## config.mk

```make
export PLATFORM = sky130hd
export DESIGN_NAME = pe_array_sequencer
export DESIGN_NICKNAME = d
export VERILOG_FILES = /design/src/rtl/pe_array_sequencer.sv
export SDC_FILE = /design/constraint.sdc
export NUM_CORES = 1
export LEC_CHECK = 0
export CAP_MARGIN = 20
export CORE_MARGIN = 5
export CORE_UTILIZATION = 45
export DETAILED_ROUTE_END_ITERATION = 7
export PLACE_DENSITY = 0.78
export SYNTH_ARGS = -nofsm -noshare
export SYNTH_HDL_FRONTEND = slang
export SYNTH_SLANG_ARGS = --single-unit
```

## constraint.sdc

```tcl
create_clock -name clk_in -period 4.3 [get_ports clk_in]
set_input_delay 0.645 -clock clk_in [delete_from_list [all_inputs] [get_ports clk_in]]
set_output_delay 0.645 -clock clk_in [all_outputs]
set_load 0.02 [all_outputs]
```

## src/rtl/pe_array_sequencer.sv

```systemverilog
// pe_array_sequencer: drives a 4x4 systolic PE array -- serial weight load, skewed
// activation/psum launch, and deskewed capture of the row psum outputs.
module pe_array_sequencer #(
    parameter int ACT_W    = 9,
    parameter int PSUM_W   = 13,
    parameter int PSUM_LAT = 1
) (
    input  logic                clk_in,
    input  logic                rst_in,
    input  logic                wgt_valid_in,
    output logic                wgt_ready_out,
    input  logic [ACT_W-1:0]    wgt_data_in,
    input  logic                act_valid_in,
    output logic                act_ready_out,
    input  logic [4*ACT_W-1:0]  act_vec_in,
    input  logic [4*PSUM_W-1:0] psum_init_in,
    output logic                res_valid_out,
    input  logic                res_ready_in,
    output logic [4*PSUM_W-1:0] res_vec_out,
    output logic                load_weight_out,
    output logic [ACT_W-1:0]    weight_out,
    output logic [ACT_W-1:0]    activation_column_0_out,
    output logic [ACT_W-1:0]    activation_column_1_out,
    output logic [ACT_W-1:0]    activation_column_2_out,
    output logic [ACT_W-1:0]    activation_column_3_out,
    output logic [PSUM_W-1:0]   psum_row_0_out,
    output logic [PSUM_W-1:0]   psum_row_1_out,
    output logic [PSUM_W-1:0]   psum_row_2_out,
    output logic [PSUM_W-1:0]   psum_row_3_out,
    input  logic [PSUM_W-1:0]   psum_row_0_in,
    input  logic [PSUM_W-1:0]   psum_row_1_in,
    input  logic [PSUM_W-1:0]   psum_row_2_in,
    input  logic [PSUM_W-1:0]   psum_row_3_in
);
    localparam int TW = $clog2(PSUM_LAT + 10);
    localparam logic [TW-1:0] T_END = TW'(8 + PSUM_LAT);
    localparam int HOLD = 7 + PSUM_LAT;

    typedef enum logic [1:0] {IDLE, LOADW, FEED, OUT} state_t;

    state_t             state, state_nx;
    logic               weights_loaded, act_rdy_q, wgt_fire, act_fire;
    logic [3:0]         wcnt;
    logic [TW-1:0]      t, nt;
    logic [ACT_W-1:0]   act [4];
    logic [ACT_W-1:0]   act_src [4];
    logic [ACT_W-1:0]   col [4];
    logic [PSUM_W-1:0]  init [4];
    logic [PSUM_W-1:0]  init_src [4];
    logic [PSUM_W-1:0]  prow [4];
    logic [PSUM_W-1:0]  pin [4];

    assign pin[0] = psum_row_0_in;
    assign pin[1] = psum_row_1_in;
    assign pin[2] = psum_row_2_in;
    assign pin[3] = psum_row_3_in;
    assign activation_column_0_out = col[0];
    assign activation_column_1_out = col[1];
    assign activation_column_2_out = col[2];
    assign activation_column_3_out = col[3];
    assign psum_row_0_out = prow[0];
    assign psum_row_1_out = prow[1];
    assign psum_row_2_out = prow[2];
    assign psum_row_3_out = prow[3];

    // A same-cycle weight beat must win, so the registered ready is masked by wgt_valid_in
    assign act_ready_out = act_rdy_q & ~wgt_valid_in;
    assign wgt_fire      = wgt_valid_in & wgt_ready_out;
    assign act_fire      = act_valid_in & act_ready_out;
    assign nt            = (state == FEED) ? t + 1'b1 : '0;

    always_comb begin
        for (int i = 0; i < 4; i++) begin
            act_src[i]  = act_fire ? act_vec_in[i*ACT_W +: ACT_W] : act[i];
            init_src[i] = act_fire ? psum_init_in[i*PSUM_W +: PSUM_W] : init[i];
        end
    end

    always_comb begin
        state_nx = state;
        case (state)
            IDLE:    state_nx = wgt_fire ? LOADW : act_fire ? FEED : IDLE;
            LOADW:   state_nx = (wgt_fire && wcnt == 4'd15) ? IDLE : LOADW;
            FEED:    state_nx = (t == T_END) ? OUT : FEED;
            OUT:     state_nx = res_ready_in ? IDLE : OUT;
            default: state_nx = IDLE;
        endcase
    end

    // Outputs are computed from the next state/time so they are valid in the cycle they describe
    always_ff @(posedge clk_in or negedge rst_in) begin
        if (!rst_in) begin
            state           <= IDLE;
            weights_loaded  <= 1'b0;
            wcnt            <= '0;
            t               <= '0;
            act_rdy_q       <= 1'b0;
            wgt_ready_out   <= 1'b0;
            res_valid_out   <= 1'b0;
            load_weight_out <= 1'b0;
            weight_out      <= '0;
            res_vec_out     <= '0;
            for (int i = 0; i < 4; i++) begin
                act[i]  <= '0;
                init[i] <= '0;
                col[i]  <= '0;
                prow[i] <= '0;
            end
        end else begin
            state           <= state_nx;
            t               <= nt;
            wgt_ready_out   <= state_nx == IDLE || state_nx == LOADW;
            act_rdy_q       <= state_nx == IDLE && (wgt_fire ? wcnt == 4'd15 : weights_loaded);
            res_valid_out   <= state_nx == OUT;
            load_weight_out <= wgt_fire;
            if (wgt_fire) begin
                weight_out     <= wgt_data_in;
                wcnt           <= wcnt + 4'd1;
                weights_loaded <= wcnt == 4'd15;
            end
            for (int i = 0; i < 4; i++) begin
                act[i]  <= act_src[i];
                init[i] <= init_src[i];
                col[i]  <= (state_nx == FEED && nt >= TW'(i) && nt <= TW'(HOLD)) ? act_src[i] : '0;
                prow[i] <= (state_nx == FEED && nt >= TW'(4 + i) && nt <= TW'(HOLD)) ? init_src[i] : '0;
                if (state == FEED && t == TW'(4 + i + PSUM_LAT))
                    res_vec_out[i*PSUM_W +: PSUM_W] <= pin[i];
            end
        end
    end
endmodule

```

==> run_results.csv, run 1 <==
group,metric,value,unit
logic_synthesis,yosys.area.top_type,"dfrtp_1",
timing,fin_skew,10.7,ps
setup_path,cp.required,4660,ps
grt,grt_pass1_wl,35400,um
route,first_iter_violations,181,
run,maxCapViolCount,0,
setup_path,r2r_end,"activation_column_0_out[0]",
logic_synthesis,synth-async-reset-ratio,1.00,
route,vias,6060,
setup_path,start_kind,"input pin",
cts,cts.sinks,252,
layout,diodes,0,
route,drc_errors,0,
layout,finish.utilization,0.669,
grt,antenna_found_initial,1,
die,die_y,154,um
logic_synthesis,synth_commonest_cells,"dfrtp_1, mux2_2, nand2_1, nor2_1, nor2b_1",
route,ant_nets,0,
cts,cts_hold_buf,0,
logic_synthesis,yosysWarnings,0,
die,io_pins,307,
die,start_util,0.458,
logic_synthesis,synthesis.instances,649,
pwr,total_power,6.46,mW
setup_path,critPathKind,"in -> reg",
cts,clock_path_buffers,3,
logic_synthesis,avgSynthCellArea,14.3,um2
place,dp_hpwl,15500,um
logic_synthesis,synthTopCellsByArea,"dfrtp_1, mux2_2, nand2_1",
logic_synthesis,synth-edff-count,0,
route,via_per_inst,4.82,
grt,grt_pass1_vias,6486,
layout,final_area,13600,um2
cts,post_cts_buffers,0,
die,die_w,154,um
logic_synthesis,ys_seq_area_frac,0.678,
cts,cts_max_level,1,
setup_path,max_stage_delay,680,ps
cts,cts_tree,"built",
setup_path,endpoint_kind,"flop",
timing,tightest_slew,1270,ps
logic_synthesis,yosys_register_bits,252,
cts,root_buffer,"clkbuf_16",
setup_path,rr_worst_depth,5,
logic_synthesis,yosys.cell_count.top_type,"dfrtp_1",
logic_synthesis,syn_area,9300,um2
timing,whs,181,ps
logic_synthesis,ys.flop_type,"dfrtp_1",
route,drt_wl_total,22200,um
die,coreArea,20300,um2
logic_synthesis,synth_fp_nets,808,
die,die_area,23600,um2
place,port-buffer-count,306,
cts,clock_latency,520,ps
status,outcome,"complete, no violations",
grt,gr-usage-all-layers,0.185,
grt,overflow,0,
setup_path,crit_top_cell,"buf_4",
timing,fin_crit,2710,ps
setup_path,r2r_start,"t[0]",
min_path,worstHoldPathType,"in -> async",
setup_path,critPathLaunch,"wgt_valid_in",
logic_synthesis,synth_cell_type_count,40,
timing,fin_crit_sh,0.631,
layout,synthToLayoutAreaGrowth,46.0,%
logic_synthesis,synth_top_cell_area_share,0.678,
layout,drive_gt1_frac,0.217,
grt,grt_max_degree,116,
cts,clkTransAtPathRegs,60,ps
timing,setup_tns,0,ps
place,place_area,12700,um2
die,rows,52,
setup_path,critPathSlowestCell,"buf_4",
route,post_drt_wl_per_cell,17.7,um
timing,setup_violations,0,
timing,rsz0062_at_grt,"no",
setup_path,crit_fanout,54,
pwr,vdd_drop_max,343,uV
cts,cts_resized,0,
setup_path,cp.arrival,3080,ps
route,drt-pass1-iter-count,4,
timing,relSlewSlack,0.156,
cts,numCtsBuffers,26,
layout,nets,1126,
timing,hold_viol,0,
timing,max_freq,369,MHz
pwr,leakage,6.11,nW
setup_path,path_cells,"clkdlybuf4s50_1 > nand3b_1 > buf_4 > buf_4 > mux2_2 > nor2b_1",
pwr,p_per_area,476,nW/um2
place,gp_congestion,0.776,
setup_path,reg2reg_slack,1600,ps
timing,finalMaxSlewViolations,0,
==> placed cells by master (no fill, tap or decap), types with 2 or more instances in the layout <==
| cell | instances |
|---|---|
| clkdlybuf4s50_1 | 305 |
| nand2b_1 | 2 |
| clkbuf_16 | 27 |
| nand3_1 | 3 |
| mux2_2 | 150 |
| dfrtp_1 | 252 |
| nand3b_1 | 3 |
| bufinv_16 | 2 |
| o21ai_0 | 4 |
| nor2b_1 | 33 |
| mux2i_1 | 6 |
| clkbuf_1 | 4 |
| nor4_1 | 2 |
| ha_1 | 5 |
| clkinv_2 | 4 |
| xnor2_1 | 4 |
| inv_1 | 8 |
| clkbuf_8 | 9 |
| nand2_1 | 64 |
| buf_4 | 10 |
| nor2_1 | 64 |
==> sequential cells by signal, summed over array words and instances (netlist names), 2 cells and up <==
signal	count
act	36
activation_column_0_out	9
activation_column_1_out	9
activation_column_2_out	9
activation_column_3_out	9
init	52
psum_row_0_out	13
psum_row_1_out	13
psum_row_2_out	13
psum_row_3_out	13
res_vec_out	52
state	2
t	4
wcnt	4
weight_out	9
==> power breakdown <==
part / switching [mW] / total [mW] / internal [mW] / leakage, nW
combinational: 0.662 / 1.30 / 0.641 / 2.31
sequential: 0.139 / 2.85 / 2.71 / 3.35
clock: 0.888 / 2.31 / 1.42 / 0.446
total: 1.69 / 6.46 / 4.77 / 6.11
==> through the flow <==
step           worst slack, ps  instances
3_3_place_gp              1040       1206
5_1_grt                   1440       1256
6_report                  1590       1256
3_5_place_dp              1030       1209
2_1_floorplan             2400        649
4_1_cts                   1560       1256
==> routing by layer <==
layer,GRT usage,share of wire,vias to the layer above
met4,0.0563,0.032,2
met3,0.0531,0.072,51
met1,0.240,0.41,3015
met2,0.305,0.48,209
li1,-,-,2783
met5,0,0.00059,-
==> critical path: cells and delay by family <==
family,cells,cell delay [ps]
buffers and inverters,3,1640
muxes,1,420
and+or+nand+nor,2,330
==> kinds of logic (layout without fill, tap and decap cells) <==
group | count (synthesis) | count (layout) | share of synthesized area
AO/OA/AOI/OAI | 15 | 15 | 0.0129
XOR/XNOR | 6 | 6 | 0.00767
adder cells (fa/ha/maj) | 5 | 5 | 0.00673
buffers and inverters | 35 | 372 | 0.0179
flip-flops | 252 | 252 | 0.678
multiplexers | 156 | 156 | 0.188
AND/OR/NAND/NOR | 180 | 180 | 0.0882
==> cell type report <==
| type | instances | area, um2 |
|---|---|---|
| Multi-Input combinational cell | 362 | 2830 |
| Clock buffer | 40 | 815 |
| Inverter | 8 | 30.0 |
| Fill cell | 1498 | 6730 |
| Timing Repair Buffer | 317 | 3160 |
| Tap cell | 270 | 338 |
| Sequential cell | 252 | 6310 |
| Clock inverter | 7 | 87.6 |
==> worst max-delay path by stage <==
stage,to,slack [ps],cells past startpoint
floorplan,activation_column_3_out[0],2400,7
global placement,psum_row_3_out[3],1040,6
detailed placement,activation_column_0_out[7],1030,6
CTS,activation_column_0_out[0],1560,6
global route,activation_column_0_out[1],1440,5
finish,activation_column_0_out[2],1590,6
Note: power is estimated with default switching activity, not from simulation.
==> inputs of run 2 (changes only) <==
--- a/config.mk
+++ b/config.mk
@@ -7,9 +7,9 @@
 export LEC_CHECK = 0
 export CAP_MARGIN = 20
 export CORE_MARGIN = 5
-export CORE_UTILIZATION = 45
+export CORE_UTILIZATION = 41
 export DETAILED_ROUTE_END_ITERATION = 7
-export PLACE_DENSITY = 0.78
+export PLACE_DENSITY = 0.75
 export SYNTH_ARGS = -nofsm -noshare
 export SYNTH_HDL_FRONTEND = slang
 export SYNTH_SLANG_ARGS = --single-unit
==> constraint.sdc (replaced) <==
create_clock -name clk_in -period 2.49 [get_ports clk_in]
set_input_delay 0.3735 -clock clk_in [delete_from_list [all_inputs] [get_ports clk_in]]
set_output_delay 0.3735 -clock clk_in [all_outputs]
set_load 0.02 [all_outputs]
==> run 2 against run 1 <==
Net effect:
- total power is 74% higher
- highest routed layer unchanged
- largest cell class unchanged
- combinational power is 81% higher
- setup slack worse by 1300 ps
==> run_results.csv, run 2 (same netlist as run 1, synthesis figures left out) <==
group,metric,value,unit
status,outcome,"complete, no violations",
setup_path,crit_fanout,9,
setup_path,start_kind,"flop",
timing,tightest_slew,871,ps
die,die_y,161,um
pwr,internal_power,8.31,mW
timing,rsz0062_at_grt,"no",
cts,cts.sinks,252,
die,die_w,161,um
layout,largestRegisters,"init x52, res_vec_out x52, act x36",
die,coreArea,22500,um2
cts,cts_tree,"built",
cts,clkTransAtPathRegs,60,ps
route,drc_errors,0,
place,port-buffer-count,306,
pwr,clkPwrFrac,0.353,
setup_path,cp.arrival,2520,ps
timing,max_freq,461,MHz
timing,finalMaxSlewViolations,0,
cts,numCtsBuffers,27,
grt,grt_pass1_vias,6738,
setup_path,critPathKind,"reg -> reg",
layout,final_area,13700,um2
pwr,leakage,6.19,nW
min_path,worstHoldPathType,"in -> async",
pwr,power_frac_seq,0.438,
place,place_area,12800,um2
pwr,vdd_drop_max,752,uV
layout,layout_commonest_cell,"clkdlybuf4s50_1",
route,drt_wl_total,22300,um
place,dp_hpwl,15900,um
layout,synthToLayoutAreaGrowth,47.8,%
layout,regArea,6310,um2
grt,grt_max_degree,87,
grt,antenna_found_initial,1,
timing,relSlewSlack,0.403,
run,maxCapViolCount,0,
cts,post_cts_buffers,0,
setup_path,max_stage_delay,670,ps
cts,root_buffer,"clkbuf_16",
setup_path,endpoint_kind,"flop",
timing,fin_skew,8.85,ps
route,via_per_inst,4.70,
route,drt-pass1-iter-count,6,
layout,drive_gt1_frac,0.223,
setup_path,cp.required,2840,ps
cts,clock_path_buffers,3,
die,io_pins,307,
layout,diodes,0,
pwr,p_per_area,817,nW/um2
timing,fin_crit,2170,ps
pwr,p_comb_frac,0.209,
timing,fin_crit_sh,0.871,
route,vias,6031,
cts,cts_max_level,1,
layout,multi_input_area,2830,um2
place,gp_congestion,0.758,
grt,overflow,0,
cts,clock_latency,510,ps
layout,nets,1139,
route,first_iter_violations,170,
grt,gr-usage-all-layers,0.171,
timing,hold_viol,0,
pwr,p_sw,2.91,mW
grt,grt_pass1_wl,35800,um
die,die_area,25800,um2
setup_path,critPathSlowestCell,"mux2i_1",
route,ant_nets,0,
pwr,power.switching_fraction,0.259,
timing,setup_tns,0,ps
layout,mostFrequentLayoutCells,"clkdlybuf4s50_1, dfrtp_1, mux2_2",
die,start_util,0.413,
timing,setup_violations,0,
setup_path,path_cells,"ha_1 > xor2_1 > buf_4 > nor3_2 > mux2i_1 > nor2_1",
layout,fillers,1762,
route,post_drt_wl_per_cell,17.4,um
die,rows,55,
## run 2: cell types whose count changed in the layout (fill, tap and decap cells not counted), sizes merged
cell and change:
buf +11, clkbuf +1, clkinv -1, clkinvlp -1, dlygate4sd3 +1, inv +1
## run 2: per-layer routing
layer	vias to the layer above	wire [um]	GRT usage
met4	2	782	0.0591
met2	218	10500	0.277
met5	-	13	0
met1	2947	9160	0.217
met3	55	1880	0.0565
li1	2809	-	-
## run 2: cell type report
class	count	share of cell area
clock buffer	41	0.0588
clock inverter	6	0.00628
inverter	8	0.00219
multi-input combinational	362	0.206
sequential	252	0.459
tap	285	0.0260
timing repair buffer	329	0.242
## run 2: repair_timing
action | 4_1_cts | 5_1_grt
hold buffers | 1 | 0
resized for setup | 0 | 0
endpoints found under the hold margin | 80 | 0
## run 2: final timing paths
kind	from	endpoint	slack [ps]	depth (start not counted)
min reg2reg	wcnt[3]	wcnt[3]	480	1
max in group asynchronous	rst_in	act[17]	1330	3
max	t[1]	activation_column_2_out[0]	320	6
min	rst_in	act[28]	460	2
min in group clk_in	wgt_data_in[4]	weight_out[4]	470	2
max reg2reg	t[1]	activation_column_2_out[0]	320	6
## run 2: through the flow
stage	hold WS [ps]	cells	setup WS [ps]	utilization	power [mW]
3_3_place_gp	431	1234	246	0.570	7.30
4_1_cts	445	1282	169	0.610	11.4
6_report	461	1283	322	0.611	11.2
5_1_grt	442	1283	12.2	0.611	11.8
2_1_floorplan	77.9	649	675	-	6.26
3_5_place_dp	436	1234	187	0.570	7.37
## run 2: worst max-delay path: cells and delay by family, from the launching register on
kind                     cells  cell delay, ps
AND/OR/NAND/NOR              2             200
XOR/XNOR                     1             250
multiplexers                 1             670
buffers and inverters        1             180
adder cells (fa/ha/maj)      1             280
flip-flops                   1             430
## run 2: power groups by stage
stage,logic [mW],clock network [mW],registers [mW]
final,2.35,3.96,4.91
after global routing,2.56,4.25,4.98
after CTS,2.39,4.07,4.92
after detailed placement,2.38,0,4.99
after global placement,2.34,0,4.96
after floorplan,1.14,0,5.13
==> inputs of run 3 (changes only) <==
--- a/config.mk
+++ b/config.mk
@@ -10,6 +10,8 @@
 export CORE_UTILIZATION = 41
 export DETAILED_ROUTE_END_ITERATION = 7
 export PLACE_DENSITY = 0.75
+export SLEW_MARGIN = 30
 export SYNTH_ARGS = -nofsm -noshare
 export SYNTH_HDL_FRONTEND = slang
 export SYNTH_SLANG_ARGS = --single-unit
+export TNS_END_PERCENT = 5
==> run 3 against run 2 <==
Net effect:
- cell count hardly changed
- via count is 0.17% lower
- die area stayed put
- register-to-register slack better by 80 ps
- clock power is 7.6% higher
- total power is 2.8% higher
- global-route usage is 0.056 points higher
- hold slack worse by 1.1 ps
- critical path type unchanged
- critical endpoint is now activation_column_0_out[2]
- highest routed layer unchanged
==> run_results.csv, run 3 (same netlist as run 1, synthesis figures left out) <==
group,metric,value,unit
grt,overflow,0,
setup_path,critPathKind,"reg -> reg",
route,drt-pass1-iter-count,4,
timing,setup_ws,398,ps
timing,rsz0062_at_grt,"no",
die,die_y,161,um
timing,fin_crit,2090,ps
run,maxCapViolCount,0,
die,rows,55,
die,die_area,25800,um2
layout,synthToLayoutAreaGrowth,48.6,%
pwr,vdd_drop_max,629,uV
timing,relSlewSlack,0.489,
timing,fin_crit_sh,0.840,
layout,layout_commonest_cell,"clkdlybuf4s50_1",
layout,mostFrequentLayoutCells,"clkdlybuf4s50_1, dfrtp_1, mux2_2",
route,vias,6021,
place,dp_hpwl,15900,um
die,coreArea,22500,um2
pwr,total_power,11.5,mW
route,post_drt_wl_per_cell,17.4,um
grt,grt_pass1_vias,6711,
cts,clock_path_buffers,3,
cts,clkTransAtPathRegs,60,ps
timing,finalMaxSlewViolations,0,
place,gp_congestion,0.758,
timing,setup_violations,0,
die,start_util,0.413,
route,drc_errors,0,
layout,fillers,1761,
cts,numCtsBuffers,27,
timing,fin_skew,7.28,ps
cts,clock_latency,510,ps
route,drt_wl_total,22300,um
cts,cts_tree,"built",
setup_path,start_kind,"flop",
cts,cts_max_level,1,
pwr,leakage,6.22,nW
grt,grt_max_degree,87,
timing,setup_tns,0,ps
grt,gr-usage-all-layers,0.172,
layout,nets,1138,
layout,drive_gt1_frac,0.228,
timing,tightest_slew,762,ps
layout,diodes,0,
min_path,worstHoldPathType,"in -> async",
cts,root_buffer,"clkbuf_16",
status,outcome,"complete, no violations",
grt,grt_pass1_wl,36000,um
layout,finalNonFillerCells,1284,
grt,antenna_found_initial,1,
place,place_inst,1234,
pwr,p_per_area,834,nW/um2
setup_path,critPathLaunch,"t[1]",
setup_path,cp.arrival,2450,ps
timing,hold_viol,0,
die,die_w,161,um
route,via_per_inst,4.69,
route,ant_nets,0,
layout,largestRegisters,"init x52, res_vec_out x52, act x36",
die,io_pins,307,
cts,cts.sinks,252,
setup_path,cp.required,2850,ps
place,place_ws,219,ps
setup_path,endpoint_kind,"flop",
timing,max_freq,478,MHz
setup_path,r2r_start,"t[1]",
route,first_iter_violations,162,
place,port-buffer-count,306,
timing,whs,459,ps
setup_path,crit_fanout,9,
==> run 3: worst max-delay path, stage by stage, from the launching register on <==
cell and delay (ps):
dfrtp_1 430, ha_1 290, xor2_1 250, buf_4 180, nor2_1 50, o31ai_2 620, nor2b_1 110
==> run 3: report_power, final <==
part / switching (mW) / internal (mW)
registers: 0.229 / 4.68
clock network: 1.55 / 2.71
logic: 1.16 / 1.20
==> run 3: worst paths after layout <==
path / endpoint / slack, ps / cells after the start
max: activation_column_0_out[2] / 400 / 6
min: psum_row_3_out[9] / 460 / 2
max reg2reg: activation_column_0_out[2] / 400 / 6
min reg2reg: wcnt[3] / 480 / 1
max in group asynchronous: res_vec_out[36] / 1330 / 3
min in group clk_in: weight_out[4] / 470 / 2
==> run 3: repair_timing <==
item	in CTS	in global routing
hold buffers	1	0
setup endpoints to repair	0	0
endpoints found under the hold margin	80	0
buffers inserted	0	0
resized for setup	0	0
==> run 3: area by class of cell <==
cell class	count	area [um2]	share of cell area
inverter	8	30.0	0.00217
clock buffer	38	787	0.0570
tap	285	357	0.0258
timing repair buffer	328	3310	0.240
clock inverter	11	184	0.0133
sequential	252	6310	0.456
multi-input combinational	362	2840	0.206
==> run 3: stage by stage <==
| step | util | instance area (um2) |
|---|---|---|
| after floorplan | - | 9300 |
| after global placement | 0.570 | 12800 |
| after detailed placement | 0.570 | 12800 |
| after CTS | 0.614 | 13800 |
| after global routing | 0.614 | 13800 |
| final | 0.614 | 13800 |
==> run 3: routing by layer <==
metal | global-route usage | wire (um) | vias up
li1 | - | - | 2809
met1 | 0.215 | 9130 | 2951
met2 | 0.281 | 10600 | 209
met3 | 0.0562 | 1840 | 50
met4 | 0.0606 | 780 | 2
met5 | 0 | 11 | -
